<file path="src/rtl/pipe_pkg.sv">
// Shared constants for the pipeline boundary registers: per-boundary payload
// widths, the bubble encoding and the performance counter width.
package pipe_pkg;

  localparam int IF_ID_W  = 64;   // PC + instruction
  localparam int ID_EX_W  = 128;
  localparam int EX_MEM_W = 96;
  localparam int MEM_WB_W = 72;

  localparam logic [31:0] NOP_INSTR  = 32'h0000_0000;
  localparam int          PERF_CNT_W = 32;

endpackage

</file>
<file path="src/rtl/pipe_skid_entry.sv">
// One valid+data register slot with clear (to bubble), load and drop controls.
// Priority: clear > load > drop > hold.
module pipe_skid_entry
  import pipe_pkg::*;
#(
  parameter int                DATA_W = IF_ID_W,
  parameter logic [DATA_W-1:0] BUBBLE = '0
) (
  input  logic              clk,
  input  logic              rst,
  input  logic              i_clear,
  input  logic              i_load,
  input  logic              i_drop,
  input  logic [DATA_W-1:0] i_data,
  output logic              o_valid,
  output logic [DATA_W-1:0] o_data
);

  logic              r_valid;
  logic [DATA_W-1:0] r_data;

  // Dropping only clears valid; the data stays visible as the last payload.
  always_ff @(posedge clk or posedge rst) begin
    if (rst) begin
      r_valid <= 1'b0;
      r_data  <= BUBBLE;
    end else if (i_clear) begin
      r_valid <= 1'b0;
      r_data  <= BUBBLE;
    end else if (i_load) begin
      r_valid <= 1'b1;
      r_data  <= i_data;
    end else if (i_drop) begin
      r_valid <= 1'b0;
    end
  end

  assign o_valid = r_valid;
  assign o_data  = r_data;

endmodule

</file>
<file path="src/rtl/pipe_stage_reg.sv">
// Pipeline boundary register with valid/ready handshake and a 2-entry skid
// (main + skid), freeze and flush. Optional counters: PIPE_STAGE_REG_PERF_EN.
module pipe_stage_reg
  import pipe_pkg::*;
#(
  parameter int                DATA_W = IF_ID_W,
  parameter int                N_FRZ  = 2,
  parameter logic [DATA_W-1:0] BUBBLE = '0
) (
  input  logic              clk,
  input  logic              rst,
  input  logic              flush,
  input  logic [N_FRZ-1:0]  freeze,
  input  logic              in_valid,
  output logic              in_ready,
  input  logic [DATA_W-1:0] in_data,
  output logic              out_valid,
  input  logic              out_ready,
  output logic [DATA_W-1:0] out_data
`ifdef PIPE_STAGE_REG_PERF_EN
  ,
  output logic [PERF_CNT_W-1:0] perf_stall_cnt,
  output logic [PERF_CNT_W-1:0] perf_flush_cnt,
  output logic                  perf_bubble
`endif
);

  // Handshake: a transfer happens on a side only when valid & ready are both
  // high at a rising edge. in_ready never looks at out_ready; it depends only
  // on registered skid occupancy and the freeze inputs.
  logic              w_frz, w_adv;
  logic              w_in_fire, w_out_fire, w_main_free;
  logic              w_main_v, w_skid_v;
  logic [DATA_W-1:0] w_main_d, w_skid_d, w_main_in;
  logic              w_main_load, w_main_drop, w_skid_load, w_skid_drop;

  assign w_frz       = |freeze;
  assign w_adv       = ~flush & ~w_frz;
  assign in_ready    = ~w_skid_v & ~w_frz;
  assign w_in_fire   = in_valid & in_ready & ~flush;
  assign w_out_fire  = w_main_v & out_ready & w_adv;
  assign w_main_free = ~w_main_v | w_out_fire;

  // Main refills from skid first to keep FIFO order, otherwise from input.
  assign w_main_in   = w_skid_v ? w_skid_d : in_data;
  assign w_main_load = w_adv & w_main_free & (w_skid_v | w_in_fire);
  assign w_main_drop = w_adv & w_main_free & ~w_skid_v & ~w_in_fire;
  assign w_skid_load = w_adv & ~w_main_free & w_in_fire;
  assign w_skid_drop = w_adv & w_main_free & w_skid_v;

  pipe_skid_entry #(.DATA_W(DATA_W), .BUBBLE(BUBBLE)) u_main (
    .clk     (clk),
    .rst     (rst),
    .i_clear (flush),
    .i_load  (w_main_load),
    .i_drop  (w_main_drop),
    .i_data  (w_main_in),
    .o_valid (w_main_v),
    .o_data  (w_main_d)
  );

  pipe_skid_entry #(.DATA_W(DATA_W), .BUBBLE(BUBBLE)) u_skid (
    .clk     (clk),
    .rst     (rst),
    .i_clear (flush),
    .i_load  (w_skid_load),
    .i_drop  (w_skid_drop),
    .i_data  (in_data),
    .o_valid (w_skid_v),
    .o_data  (w_skid_d)
  );

  assign out_valid = w_main_v;
  assign out_data  = w_main_d;

`ifdef PIPE_STAGE_REG_PERF_EN
  logic [PERF_CNT_W-1:0] r_stall_cnt, r_flush_cnt;

  // Counters keep running through freeze so stalls are themselves counted.
  always_ff @(posedge clk or posedge rst) begin
    if (rst) begin
      r_stall_cnt <= '0;
      r_flush_cnt <= '0;
    end else begin
      if (w_frz | (w_main_v & ~out_ready))
        r_stall_cnt <= r_stall_cnt + 1'b1;
      if (flush & (w_main_v | w_skid_v))
        r_flush_cnt <= r_flush_cnt + 1'b1;
    end
  end

  assign perf_stall_cnt = r_stall_cnt;
  assign perf_flush_cnt = r_flush_cnt;
  assign perf_bubble    = ~w_main_v & ~rst;
`else
  // Plain boundary register: no performance instrumentation.
`endif

endmodule

</file>
<file path="config.mk">
export PLATFORM = sky130hd
export DESIGN_NAME = pipe_stage_reg
export DESIGN_NICKNAME = d
export VERILOG_FILES = /design/src/rtl/pipe_pkg.sv /design/src/rtl/pipe_skid_entry.sv /design/src/rtl/pipe_stage_reg.sv
export SDC_FILE = /design/constraint.sdc
export NUM_CORES = 1
export LEC_CHECK = 0
export CAP_MARGIN = 20
export CORE_MARGIN = 2
export CORE_UTILIZATION = 46
export DETAILED_ROUTE_END_ITERATION = 8
export PLACE_DENSITY = 0.73
export SYNTH_ARGS = -nofsm -noshare
export SYNTH_HDL_FRONTEND = slang
export SYNTH_SLANG_ARGS = --single-unit
</file>
<file path="constraint.sdc">
create_clock -name clk -period 3.8 [get_ports clk]
set_input_delay 0.38 -clock clk [delete_from_list [all_inputs] [get_ports clk]]
set_output_delay 0.38 -clock clk [all_outputs]
set_load 0.01 [all_outputs]
</file>
Word-level counts from Yosys, hierarchy flattened
Cells that the tools add are included.
{"block": "totals", "regBits": 130, "input_bits": 71, "word_cells": 41}
{"block": "op_classes", "n_mux": 11, "n_bitwise": 21, "reduce_logical": 5}
{"cell": "64-bit 2-to-1 mux", "count": 5}
{"cell": "1-bit bitwise AND", "count": 13}
{"cell": "1-bit 2-to-1 mux", "count": 6}
{"cell": "1-bit NOT", "count": 6}
{"cell": "3-bit nonzero test", "count": 2}
{"cell": "2-bit nonzero test", "count": 2}
{"cell": "1-bit OR", "count": 2}
{"cell": "2-bit OR reduction", "count": 1}

Depth between registers and ports, before layout
Gate-level depths: netlist (run 1).
{"block": "logic_depth", "word_depth": 11, "ltp_mapped": 6}

Modules after synthesis
Synthesis (run 1) repeated with hierarchy kept, for this count alone.
{"block": "unflattened", "hier_cells": 502, "area_unflattened_um2": 6179.7}
{"mod": "pipe_skid_entry", "instances": 2, "cells_per_inst": 211, "area_each_um2": 2673.8, "seq_area_each_um2": 1626.6}
{"mod": "pipe_stage_reg", "instances": 1, "cells_per_inst": 80, "area_each_um2": 832.0, "seq_area_each_um2": 0.0}

Least setup slack after synthesis (run 1)
Ideal clock, no wire load.
{"block": "synth_timing", "path_type": "flip-flop to output port", "from": "register u_skid.r_valid (netlist: u_skid.o_valid)", "to": "output in_ready", "arrival_ps": 1174, "t_required_ps": 3420, "path_slack_ps": 2246, "path_stages_with_launch": 5, "path_buffers": 3, "path_cell_list": "dfrtp_1 -> buf_2 -> buf_2 -> buf_2 -> nor3_1"}
{"block": "synth_via", "elab_chain_len": 2}
{"item": "start: declaration", "line": "pipe_skid_entry.sv:19", "source": "logic r_valid;"}
{"item": "start signal: assignment", "line": "pipe_skid_entry.sv:25", "source": "r_valid <= 1'b0;"}
{"item": "start signal: assignment", "line": "pipe_skid_entry.sv:28", "source": "r_valid <= 1'b0;"}
{"item": "start signal: assignment", "line": "pipe_skid_entry.sv:31", "source": "r_valid <= 1'b1;"}
{"item": "1-bit NOT", "line": "pipe_stage_reg.sv:39", "source": "assign in_ready = ~w_skid_v & ~w_frz;"}
{"item": "1-bit bitwise AND", "line": "pipe_stage_reg.sv:39"}
{"item": "end: declaration", "line": "pipe_stage_reg.sv:15", "source": "output logic in_ready,"}
No other way between the ends.

Final worst setup path (run 1)
Same ends and word-level chain as after synthesis.

==> run metrics, run 1 <==
CTS clk-pin slew, worst paths 0.05 ns; # Max-Cap Violations 0; share of layout cells above drive strength 1 ~7%; die area roughly 14000 µm²; Cells after DPL 784; initial core utilization between 40% and 50%; relative max-transition margin a little under a third; Final ANT Viol Nets 0; detailed-router iteration count before antenna repair 4; Worst-Margin Slew about 1.0 ns; Period Utilization, post-route roughly 76%; Core ar. between 10000 and 15000 µm²; Seq/Total Area, Yosys between 50% and 60%; Netlist cell types 23; syn avg cell area about 12 µm²; Post-synth top flop dfrtp_1; CP cell instances buf_4, nor3_1, clkdlybuf4s50_1; detail-routed net length per standard cell 18.0 µm; ys async rst share 100%; First DRT Iteration DRCs around 360; Post CTS Setup Buffer Count 0; CTS sink count 130; Remaining DRCs 0; Crit Path Class reg -> out; area grow syn2layout 32.1%; vias in the first global route between 4000 and 5000; Fin Clk Skew between 0.004 and 0.005 ns; Worst setup SP type register; H-tree Lvls 4; root buffer selected by CTS clkbuf_16; first-pass GRT wire length about 24 mm; maximum clock path buffer count 2; Worst setup EP type output pin; non-filler instance count after layout roughly 820; chip width ~120 µm; pwr/cell area between 300 and 400 nW/µm²; RSZ-0062 raised after global routing no; CTS tree done; # nets final roughly 700; overall fraction of global-route tracks in use a little over a fifth; Worst VDD drop approximately 0.22 mV; setup_tns 0 ns; Rows 42; Final HPWL DP 9.14 mm; io pins 137; Leak between 0.003 and 0.004 µW; diode count 0; post-synth net total just under 600; slowest CP cell buf_4; CP Data Required Time approximately 3.4 ns; total gr overflow 0; Port Buf Inserts 136; WP data arrival around 2.5 ns; endpoints failing hold 0; Routed WL roughly 15 mm; Slew Limit Fails 0; CTS resizes 0; Netlist Area Pre-Place between 6000 and 7000 µm²; EDFF count, synth 0; Layout fillers between 1000 and 1500; CP max stage delay a little over 0.8 ns; setup violators final 0; gpl congestion between 0.7 and 0.8; HP Class in -> async; Synth Instances 507; number of vias per cell between 5 and 6; initial antenna violation count 0; pin count of the biggest net entering global routing 71; max frequency 348 MHz; Tmin final roughly 2.9 ns; CTS hold repair buffers 0; Synth warnings 0; worst skew pair latency just over 0.4 ns; Seq cells post-synth between 100 and 150; peak fanout along the critical path 54; total number of vias 4417; CTS Buf Count 17; outcome complete, no violations; die height about 120 µm
[registers in the layout (all words and copies together), names as in the netlist]
signal,count
u_main.o_valid,1
u_skid.o_data,64
u_main.o_data,64
u_skid.o_valid,1
[path summary, 6_finish.rpt]
kind                                   start                end  slack [ns]  cells past startpoint
max                           u_skid.o_valid           in_ready        0.92                      3
max in group asynchronous                rst     u_skid.o_valid        2.48                      3
min reg2reg                u_main.o_data[32]  u_main.o_data[32]        0.52                      2
max reg2reg                   u_skid.o_valid  u_main.o_data[51]        1.38                      4
min in group clk           u_main.o_data[32]  u_main.o_data[32]        0.52                      2
min                                      rst  u_main.o_data[50]        0.49                      2
[where the power goes]
| part | leakage, µW | internal, µW | switching (µW) |
|---|---|---|---|
| clock | 0.000280 | 951 | 556 |
| combinational | 0.00144 | 149 | 145 |
| sequential | 0.00180 | 1410 | 17.4 |
[Yosys cell counts (2+ instances only)]
| master | n | share of area, % |
|---|---|---|
| buf_6 | 5 | 0.91 |
| nand2_1 | 37 | 2.2 |
| mux2i_1 | 99 | 16 |
| buf_4 | 4 | 0.48 |
| mux2_2 | 2 | 0.36 |
| mux2_1 | 62 | 11 |
| buf_2 | 14 | 1.1 |
| nor2b_1 | 65 | 6.5 |
| dfrtp_1 | 130 | 52 |
| a211oi_1 | 29 | 3.5 |
| a31oi_1 | 29 | 2.9 |
| clkbuf_1 | 20 | 1.2 |
[per-stage QoR]
stage | total power (µW) | instance area (µm²) | utilization [%] | hold slack (ns) | setup slack, ns
CTS | 3260 | 8210 | 62.0 | 0.515 | 0.884
global route | 3370 | 8210 | 62.0 | 0.544 | 0.811
floorplan | 1580 | 6220 | - | 0.512 | 1.81
global placement | 1740 | 7650 | 57.8 | 0.513 | 1.08
finish | 3230 | 8210 | 62.0 | 0.487 | 0.924
detailed placement | 1750 | 7650 | 57.8 | 0.516 | 1.05
[critical path: cells and delay by family, from the launching register on]
kind	cells	cell delay (ns)
buf+inv	2	1.34
flops	1	0.58
simple gates	1	0.14
[layer usage]
layer / vias up / global-route usage, % / wire (µm)
li1: 2048 / - / -
met4: 0 / 10.5 / 409
met5: - / 0 / 0
met3: 27 / 4.95 / 632
met1: 2232 / 27.0 / 6310
met2: 110 / 34.4 / 7310
[cells in the final DEF, fill, tap and decap left out, drive strengths merged, types with 2 or more instances in the layout]
cell type / netlist / layout
dfrtp: 130 / 130
nor2b: 65 / 65
a211oi: 29 / 29
a31oi: 29 / 29
clkbuf: 20 / 28
clkinv: 0 / 4
nor3: 2 / 2
mux2: 64 / 64
mux2i: 99 / 99
clkdlybuf4s50: 0 / 135
nand2: 37 / 37
buf: 24 / 10
[final cells by class]
class | instances | area, µm² | area share (%)
inverter | 2 | 11.3 | 0.137
multi-input combinational | 331 | 2730 | 33.2
clock inverter | 4 | 20.0 | 0.244
tap | 176 | 220 | 2.68
clock buffer | 28 | 537 | 6.54
sequential | 130 | 3260 | 39.7
timing repair buffer | 145 | 1440 | 17.5
[logic make-up (layout without fill, tap and decap cells)]
| family | Yosys count | in the layout | share of synthesized area, % |
|---|---|---|---|
| muxes | 163 | 163 | 27.5 |
| DFF | 130 | 130 | 52.3 |
| and+or+nand+nor | 108 | 108 | 9.56 |
| AOI/OAI and AO/OA | 60 | 60 | 6.70 |
| buffers and inverters | 46 | 179 | 3.90 |
Power figures use the tool's default switching activity.
==> run 2: changes to the inputs <==
==> constraint.sdc (replaced) <==
create_clock -name clk -period 2.58 [get_ports clk]
set_input_delay 0.258 -clock clk [delete_from_list [all_inputs] [get_ports clk]]
set_output_delay 0.258 -clock clk [all_outputs]
set_load 0.01 [all_outputs]
==> run metrics, run 2 (synthesis gave the netlist of run 1 again) <==
outcome complete, no violations (unchanged); pin count of the biggest net entering global routing 65 (was 71); CTS sink count 130 (unchanged); CP cell instances nor3_1, clkdlybuf4s50_1 (was buf_4, nor3_1, clkdlybuf4s50_1); # nets final 703 (was 698); Remaining DRCs 0 (unchanged); Fin Clk Skew 0.00505 ns (was 0.00439 ns); endpoints failing hold 0 (unchanged); gpl congestion 0.794 (was 0.745); die height 120 µm (unchanged); dpl ws 0.282 ns (was 1.05 ns); most frequent cells in the layout clkdlybuf4s50_1, dfrtp_1, mux2i_1 (unchanged); worst skew pair latency 0.41 ns (about the same); final worst slack 0.667 ns (was 0.924 ns); io pins 137 (unchanged); CTS clk-pin slew, worst paths 0.05 ns (about the same); setup violators final 0 (unchanged); Crit path max-delay family buffers and inverters (unchanged); setup_tns 0 ns (unchanged); hold_ws 0.291 ns (was 0.487 ns); Post CTS Setup Buffer Count 0 (unchanged); Worst VDD drop 0.418 mV (was 0.223 mV); area grow syn2layout 34.8% (was 32.1%); Internal Power 3970 µW (was 2510 µW); Hold Crit Start flush; FF+latch area 3260 µm² (unchanged); Rows 42 (unchanged); most common cell after layout, fill and taps aside clkdlybuf4s50_1 (unchanged); overall fraction of global-route tracks in use 21.5% (was 21.3%); CTS tree done (unchanged); Worst setup SP type register (unchanged); Design Area, Final 8380 µm² (was 8210 µm²); chip width 120 µm (unchanged); relative max-transition margin 53.7% (was 31.6%); CTS hold repair buffers 0 (unchanged); Routed WL 14.6 mm (was 14.7 mm); diode count 0 (unchanged); CTS Buf Count 17 (unchanged); Seq pwr share 41.6% (was 44.3%); Slew Limit Fails 0 (unchanged); Final ANT Viol Nets 0 (unchanged); NetSw 1090 µW (was 719 µW); maximum clock path buffer count 2 (unchanged); Combinational Power Share 8.8% (was 9.1%); total gr overflow 0 (unchanged); detail-routed net length per standard cell 17.7 µm (was 18.0 µm); Port Buf Inserts 136 (unchanged); CP max stage delay 0.57 ns (was 0.81 ns); slowest CP cell clkdlybuf4s50_1 (was buf_4); number of vias per cell 5.36 (was 5.41); root buffer selected by CTS clkbuf_16 (unchanged); pwr/cell area 604 nW/µm² (was 393 nW/µm²); Clock power frac 49.6% (was 46.7%); total number of vias 4401 (was 4417); Critical Path Source u_skid.o_valid (unchanged); First DRT Iteration DRCs 240 (was 356); Final HPWL DP 9.36 mm (was 9.14 mm); Crit Path Class reg -> out (unchanged); share of layout cells above drive strength 1 8.37% (was 7.03%); Placed Area 7720 µm² (was 7650 µm²); CP Data Required Time 2.32 ns (was 3.42 ns); RSZ-0062 raised after global routing no (unchanged); H-tree Lvls 4 (unchanged); Leak 0.00359 µW (was 0.00352 µW); max frequency about 520 MHz; switching power share of the total 21.5% (was 22.2%); die area 14500 µm² (unchanged); vias in the first global route 4752 (was 4730); WP data arrival 1.66 ns (was 2.50 ns); Worst-Margin Slew 0.693 ns (was 1.03 ns); CTS resizes 0 (unchanged); # Max-Cap Violations 0 (unchanged); initial core utilization 47.0% (unchanged); Tmin final 1.91 ns; peak fanout along the critical path 5 (was 54); Layout fillers 1078 (was 1059); initial antenna violation count 0 (unchanged); Period Utilization, post-route 74.2%; detailed-router iteration count before antenna repair 6 (was 4); Multi-input gate area 2730 µm² (unchanged); HP Class in -> reg (was in -> async); reg2reg start u_skid.o_valid (unchanged); Core ar. 13200 µm² (unchanged); Worst setup EP type output pin (unchanged); first-pass GRT wire length 24.2 mm (was 23.9 mm); WP buf/inv 1 (was 2)
==> run 2: worst paths after layout <==
check | slack [ns] | endpoint | depth (start not counted)
min | 0.29 | u_main.o_data[25] | 2
max reg2reg | 0.87 | u_main.o_data[1] | 4
min reg2reg | 0.53 | u_main.o_data[46] | 2
max in group asynchronous | 1.65 | u_skid.o_data[13] | 3
min in group asynchronous | 0.31 | u_skid.o_data[50] | 2
max | 0.67 | in_ready | 2
==> run 2: worst reg2reg max path: stages, from the launching register on <==
cell      delay (ns)
dfrtp_4         0.42
buf_4           0.45
buf_16          0.32
mux2i_1         0.29
a211oi_1        0.09
==> run 2: cell type report <==
class / count / area share [%]
Inverter: 2 / 0.134
Tap cell: 176 / 2.63
Timing Repair Buffer: 150 / 18.3
Clock inverter: 9 / 1.49
Multi-Input combinational cell: 331 / 32.5
Sequential cell: 130 / 38.9
Clock buffer: 23 / 6.06
==> run 2: power by group through the flow <==
| stage | clock network (µW) | logic (µW) | registers, µW |
|---|---|---|---|
| 2_1_floorplan | 0 | 170 | 2150 |
| 3_3_place_gp | 0 | 439 | 2140 |
| 3_5_place_dp | 0 | 448 | 2140 |
| 4_1_cts | 2550 | 450 | 2110 |
| 5_1_grt | 2650 | 483 | 2110 |
| 6_report | 2510 | 444 | 2110 |
==> run 2: through the flow <==
step	cells	total power, µW	utilization (%)
floorplan	507	2320	-
global placement	788	2580	58.3
detailed placement	788	2590	58.3
CTS	820	5100	63.1
global route	821	5250	63.3
finish	821	5060	63.3
==> run 2: layer usage <==
metal	share of wire [%]	track usage [%]
met1	43	26.8
met2	51	36.0
met3	4.9	5.85
met4	1.6	7.63
met5	0	0
